--- src/rtl/ps2_cmd_sequencer.sv ---
// Host-to-device PS/2 command sequencer: kicks the controller between RX/TX modes,
// sends a command byte, waits for 0xFA. Resend path built only when PS2_CMD_RETRY_EN is defined.
module ps2_cmd_sequencer #(
    parameter int ACK_TIMEOUT_CYCLES = 1_000_000,
    parameter int MAX_RETRIES        = 3
) (
    input  logic       clk,
    input  logic       rst_n,
    input  logic       cmd_valid,
    output logic       cmd_ready,
    input  logic [7:0] cmd_data,
    output logic       done,
    output logic [2:0] status,
    output logic       rx_valid,
    output logic [7:0] rx_data,
    output logic       rx_err,
    output logic       ps2_en,
    output logic       ps2_tx_rqst,
    output logic [7:0] ps2_tx_data,
    input  logic       ps2_valid,
    input  logic [7:0] ps2_rx_data,
    input  logic [3:0] ps2_flags
);

    localparam int             TW      = $clog2(ACK_TIMEOUT_CYCLES);
    localparam logic [TW-1:0]  TO_LAST = TW'(ACK_TIMEOUT_CYCLES - 1);

    localparam logic [2:0] ST_OK       = 3'd0;
    localparam logic [2:0] ST_NAK      = 3'd1;
    localparam logic [2:0] ST_TIMEOUT  = 3'd2;
    localparam logic [2:0] ST_TX_ERR   = 3'd3;
    localparam logic [2:0] ST_BAD_RESP = 3'd4;

    localparam logic [7:0] BYTE_ACK    = 8'hFA;
    localparam logic [7:0] BYTE_RESEND = 8'hFE;

    typedef enum logic [2:0] {
        S_RX_KICK  = 3'd0,
        S_RX_RUN   = 3'd1,
        S_TX_KICK  = 3'd2,
        S_TX_RUN   = 3'd3,
        S_ACK_KICK = 3'd4,
        S_ACK_WAIT = 3'd5
    } state_t;

    state_t          state_q, state_d;
    logic [7:0]      tx_data_q, tx_data_d;
    logic [2:0]      status_q, status_d;
    logic [7:0]      rx_data_q, rx_data_d;
    logic            done_q, done_d;
    logic            rx_valid_q, rx_valid_d;
    logic            rx_err_q, rx_err_d;
    logic            cmd_ready_q, cmd_ready_d;
    logic            ps2_en_q, ps2_en_d;
    logic            ps2_tx_rqst_q, ps2_tx_rqst_d;
    logic [TW-1:0]   to_cnt_q, to_cnt_d;
    logic            flag_s;
    logic            fail_s;
    logic [2:0]      fail_code_s;

`ifdef PS2_CMD_RETRY_EN
    localparam logic [3:0] RETRY_MAX = 4'(MAX_RETRIES);
    logic [3:0]      retry_q, retry_d;
`else
    logic            retry_unused_s;
    assign retry_unused_s = ^(4'(MAX_RETRIES));
`endif

    assign flag_s = |ps2_flags;

    // Next-state, datapath and registered-output decode
    always_comb begin
        state_d     = state_q;
        tx_data_d   = tx_data_q;
        status_d    = status_q;
        rx_data_d   = rx_data_q;
        to_cnt_d    = to_cnt_q;
        done_d      = 1'b0;
        rx_valid_d  = 1'b0;
        rx_err_d    = 1'b0;
        fail_s      = 1'b0;
        fail_code_s = ST_OK;
`ifdef PS2_CMD_RETRY_EN
        retry_d     = retry_q;
`endif
        case (state_q)
            S_RX_KICK: begin
                state_d = S_RX_RUN;
            end
            S_RX_RUN: begin
                if (flag_s) begin
                    rx_err_d = 1'b1;
                end else if (ps2_valid) begin
                    rx_valid_d = 1'b1;
                    rx_data_d  = ps2_rx_data;
                end else begin
                    rx_valid_d = 1'b0;
                end
                // A command wins over a flag restart: TX_KICK restarts the controller anyway
                if (cmd_valid && cmd_ready_q) begin
                    tx_data_d = cmd_data;
                    state_d   = S_TX_KICK;
`ifdef PS2_CMD_RETRY_EN
                    retry_d   = 4'd0;
`endif
                end else if (flag_s) begin
                    state_d = S_RX_KICK;
                end else begin
                    state_d = S_RX_RUN;
                end
            end
            S_TX_KICK: begin
                state_d = S_TX_RUN;
            end
            S_TX_RUN: begin
                if (flag_s) begin
                    fail_s      = 1'b1;
                    fail_code_s = ST_TX_ERR;
                end else if (ps2_valid) begin
                    state_d = S_ACK_KICK;
                end else begin
                    state_d = S_TX_RUN;
                end
            end
            S_ACK_KICK: begin
                to_cnt_d = '0;
                state_d  = S_ACK_WAIT;
            end
            S_ACK_WAIT: begin
                to_cnt_d = to_cnt_q + TW'(1);
                if (flag_s) begin
                    fail_s      = 1'b1;
                    fail_code_s = ST_TIMEOUT;
                end else if (ps2_valid) begin
                    if (ps2_rx_data == BYTE_ACK) begin
                        done_d   = 1'b1;
                        status_d = ST_OK;
                        state_d  = S_RX_RUN;
                    end else if (ps2_rx_data == BYTE_RESEND) begin
                        fail_s      = 1'b1;
                        fail_code_s = ST_NAK;
                    end else begin
                        done_d   = 1'b1;
                        status_d = ST_BAD_RESP;
                        state_d  = S_RX_RUN;
                    end
                end else if (to_cnt_q == TO_LAST) begin
                    fail_s      = 1'b1;
                    fail_code_s = ST_TIMEOUT;
                end else begin
                    state_d = S_ACK_WAIT;
                end
            end
            default: begin
                state_d = S_RX_KICK;
            end
        endcase

        // Failure resolution: resend the same byte while attempts remain
        if (fail_s) begin
`ifdef PS2_CMD_RETRY_EN
            if (retry_q < RETRY_MAX) begin
                retry_d = retry_q + 4'd1;
                state_d = S_TX_KICK;
            end else begin
                done_d   = 1'b1;
                status_d = fail_code_s;
                state_d  = S_RX_KICK;
            end
`else
            done_d   = 1'b1;
            status_d = fail_code_s;
            state_d  = S_RX_KICK;
`endif
        end else begin
            fail_code_s = fail_code_s;
        end

        ps2_en_d      = (state_d == S_RX_RUN) || (state_d == S_TX_RUN) || (state_d == S_ACK_WAIT);
        ps2_tx_rqst_d = (state_d == S_TX_KICK) || (state_d == S_TX_RUN);
        cmd_ready_d   = (state_d == S_RX_RUN);
    end

    // State and output registers
    always_ff @(posedge clk or negedge rst_n) begin
        if (!rst_n) begin
            state_q       <= S_RX_KICK;
            tx_data_q     <= 8'h00;
            status_q      <= 3'd0;
            rx_data_q     <= 8'h00;
            to_cnt_q      <= '0;
            done_q        <= 1'b0;
            rx_valid_q    <= 1'b0;
            rx_err_q      <= 1'b0;
            cmd_ready_q   <= 1'b0;
            ps2_en_q      <= 1'b0;
            ps2_tx_rqst_q <= 1'b0;
        end else begin
            state_q       <= state_d;
            tx_data_q     <= tx_data_d;
            status_q      <= status_d;
            rx_data_q     <= rx_data_d;
            to_cnt_q      <= to_cnt_d;
            done_q        <= done_d;
            rx_valid_q    <= rx_valid_d;
            rx_err_q      <= rx_err_d;
            cmd_ready_q   <= cmd_ready_d;
            ps2_en_q      <= ps2_en_d;
            ps2_tx_rqst_q <= ps2_tx_rqst_d;
        end
    end

`ifdef PS2_CMD_RETRY_EN
    // Resend attempt counter
    always_ff @(posedge clk or negedge rst_n) begin
        if (!rst_n) begin
            retry_q <= 4'd0;
        end else begin
            retry_q <= retry_d;
        end
    end
`endif

    assign cmd_ready   = cmd_ready_q;
    assign done        = done_q;
    assign status      = status_q;
    assign rx_valid    = rx_valid_q;
    assign rx_data     = rx_data_q;
    assign rx_err      = rx_err_q;
    assign ps2_en      = ps2_en_q;
    assign ps2_tx_rqst = ps2_tx_rqst_q;
    assign ps2_tx_data = tx_data_q;

endmodule

--- config.mk ---
export PLATFORM = sky130hd
export DESIGN_NAME = ps2_cmd_sequencer
export DESIGN_NICKNAME = d
export VERILOG_FILES = /design/src/rtl/ps2_cmd_sequencer.sv
export SDC_FILE = /design/constraint.sdc
export NUM_CORES = 1
export LEC_CHECK = 0
export BUFFER_PORTS_ARGS = -buffer_cell sky130_fd_sc_hd__buf_2
export CAP_MARGIN = 10
export CORE_MARGIN = 1.5
export CORE_UTILIZATION = 58
export DETAILED_ROUTE_END_ITERATION = 16
export MAX_ROUTING_LAYER = met4
export PLACE_DENSITY = 0.94
export SYNTH_ARGS = -nofsm -noshare
export SYNTH_HDL_FRONTEND = slang
export SYNTH_SLANG_ARGS = --single-unit
--- constraint.sdc ---
create_clock -name clk -period 4.4 [get_ports clk]
set_clock_uncertainty 0.2 [all_clocks]
set_input_delay 0.66 -clock clk [delete_from_list [all_inputs] [get_ports clk]]
set_output_delay 0.66 -clock clk [all_outputs]
set_load 0.03 [all_outputs]
==> summary.md <==
| Metric | Value |
|---|---|
| Worst hold path type | reg -> reg |
| CTS H-Tree Depth | 2 |
| Sequential fraction of the synthesis area | 0.515 |
| Post-CTS setup buffer count | 0 |
| Number of enable flip-flop cells after synthesis | 0 |
| Initial Util | 0.619 |
| Hold path startpoint | ps2_tx_data[3] |
| Gate Count Post-Synth | 217 |
| Layout cells sized above 1 | 0.299 |
| WHS Endpoint | ps2_tx_data[3] |
| Clock Power Share | 0.186 |
| Hold_buf cts | 0 |
| Pre-CTS setup slack | 1560 ps |
| # clock sinks | 48 |
| Number of synthesized register bits | 48 |
| Core area | 3770 um^2 |
| Sw Pwr | 603 uW |
| R2r startpoint | state_q[0] |
| Antenna viol nets, final | 0 |
| DR vias/cell | 6.37 |
| Die area | 4410 um^2 |
| Detailed Place HPWL | 3.66 mm |
| P&R area growth vs syn | 15.5% |
| Status | finished, final reports clean |
| Routed Wire Length | 5.24 mm |
| Synthesized cell area | 2330 um^2 |
| Final nets | 288 |
| Fill count | 252 |
| RSZ-0062 raised after global routing | false |
| Fin Setup TNS | 0 ps |
| Number of gates resized after cts | 0 |
| CTS tree | built |
| I/O Pins | 49 |
| Synth Warn # | 0 |
| WHS Path Cells | 1 |
| Power per cell area | 549 nW/um^2 |
| Initial antenna violation count | 0 |
| Design area | 2700 um^2 |
| Measured slew at the worst slew-check pin | 1020 ps |
| R2r setup slk | 1490 ps |
| Vias in the first global route | 1900 |
| Routed vias | 1987 |
| Max IR drop VDD | 0.523 mV |
| Worst-path fanout max | 18 |
| WP data arrival | 2870 ps |
| Fin crit share | 0.661 |
| P_int | 878 uW |
| Startpoint Class | flip-flop |
| Multi-input logic area | 1080 um^2 |
| Largest net degree at the start of global routing | 49 |
| Slew Limit Fails | 0 |
| Relative max-transition margin | 0.320 |
| CP required | 4360 ps |
| # setup viols final | 0 |
| Final Power | 1480 uW |
| Async SR Flop Fraction | 1.00 |
| R2r worst-path depth | 4 |
| Synth Net Count | 242 |
| Pre-antenna DRT Iters | 4 |
| Min Clock Period, post-route | 2910 ps |
| CTS root buf | clkbuf_8 |
| Yosys cell types | 47 |
| Worst-path clk slew | 90 ps |
| Placed cell areas | 2600 um^2 |
| Fin. Hold Viols | 0 |
| Die Ht | 66.4 um |
| Synth Flop Type | dfrtp_1 |
| GRT Total Usage | 0.276 |
| Post-detailed-route wirelength per cell | 16.8 um |
| Max_cap viols | 0 |
| Combinational Power Share | 0.378 |
| Switching Fraction | 0.407 |
| Inserted Clock Buffers | 5 |
| Peak Freq | 344 MHz |
| N_diodes | 0 |
| Leak | 0.00120 uW |
| Chip width | 66.4 um |
| Dpl cells | 304 |
| Port Buffer Count | 48 |
| Syn Area/Cell | 10.8 um^2 |
| # rows | 22 |
| First-pass GRT wire length | 8.83 mm |
| Reg2reg end | status[2] |
| Seq pwr share | 0.436 |
| DRC viols | 0 |
| Storage cell area | 1200 um^2 |
| GP Congestion | 0.898 |
| Most frequent cells in the layout | 48 x dfrtp_1, 48 x buf_2, 24 x nand2_1 |
| Clock latency at the later pin of the worst-skew pair | 310 ps |
| GRT overflow | 0 |
| Kind of end point of the critical path | flip-flop |
| Starting DRT DRC Count | 173 |
| Clock Path Buffers | 2 |
| Final WS setup | 1490 ps |
| CP Class | reg -> reg |
| Non-filler cells, final | 312 |
[worst max-delay path: stages, from the launching register on]
cell and delay [ps]:
dfrtp_1 680, nand3b_1 430, or4_4 640, o41ai_4 610, o21ai_0 210
[area by class of cell]
| class | instances | area share |
|---|---|---|
| Clock buffer | 6 | 0.0306 |
| Clock inverter | 2 | 0.00557 |
| Inverter | 5 | 0.00696 |
| Multi-Input combinational cell | 155 | 0.400 |
| Sequential cell | 48 | 0.445 |
| Tap cell | 48 | 0.0223 |
| Timing Repair Buffer | 48 | 0.0891 |
[per-layer routing]
layer  GRT usage  routed length, um
met5           -                  0
met4      0.0714                 66
met3      0.0886                355
met2       0.440               2670
met1       0.343               2140
[stage by stage]
stage / util / hold WS, ps
detailed placement: 0.689 / 292
global route: 0.715 / 324
finish: 0.715 / 307
global placement: 0.689 / 279
CTS: 0.715 / 312
floorplan: - / 164
[registers in the layout (all words and copies together), names as in the netlist]
register / count
to_cnt_q: 20
ps2_tx_data: 8
rx_data: 8
state_q: 3
status: 3
cmd_ready: 1
done: 1
ps2_en: 1
ps2_tx_rqst: 1
rx_err: 1
rx_valid: 1
[synth_stat cells, types with 4 or more instances]
library cell | number | area share
inv_1 | 5 | 0.0080
nand3_1 | 8 | 0.017
nor2_1 | 4 | 0.0064
nand4_1 | 6 | 0.016
or3_1 | 5 | 0.013
nor4_1 | 4 | 0.011
nor3_1 | 8 | 0.017
or4_1 | 8 | 0.026
mux2_2 | 16 | 0.077
nand2_1 | 24 | 0.039
clkbuf_1 | 7 | 0.011
o211ai_1 | 5 | 0.016
dfrtp_1 | 48 | 0.51
o311ai_0 | 4 | 0.015
o21ai_0 | 16 | 0.034
[power by group through the flow]
stage / sequential, uW / clock, uW / combinational [uW]
after floorplan: 810 / 0 / 225
after global placement: 643 / 0 / 541
after detailed placement: 649 / 0 / 555
after CTS: 645 / 280 / 560
after global routing: 660 / 300 / 596
final: 646 / 276 / 559
[cell families after synthesis]
family / Yosys count / synth area share
AO/OA/AOI/OAI: 48 / 0.152
AND/OR/NAND/NOR: 87 / 0.215
adder cells (fa/ha/maj): 1 / 0.00536
multiplexers: 19 / 0.0901
buffers and inverters: 14 / 0.0231
flip-flops: 48 / 0.515
[worst max path at each step]
| stage | from | endpoint | slack (ps) | cells after the start |
|---|---|---|---|---|
| 6_report | state_q[0] | status[2] | 1490 | 4 |
| 3_5_place_dp | state_q[0] | status[2] | 1560 | 4 |
| 3_3_place_gp | ps2_flags[1] | rx_data[0] | 1640 | 4 |
| 4_1_cts | state_q[0] | status[2] | 1540 | 4 |
| 2_1_floorplan | ps2_flags[1] | status[2] | 1970 | 5 |
| 5_1_grt | state_q[0] | status[2] | 1350 | 4 |
No activity file was read; power rests on OpenSTA's default activity.
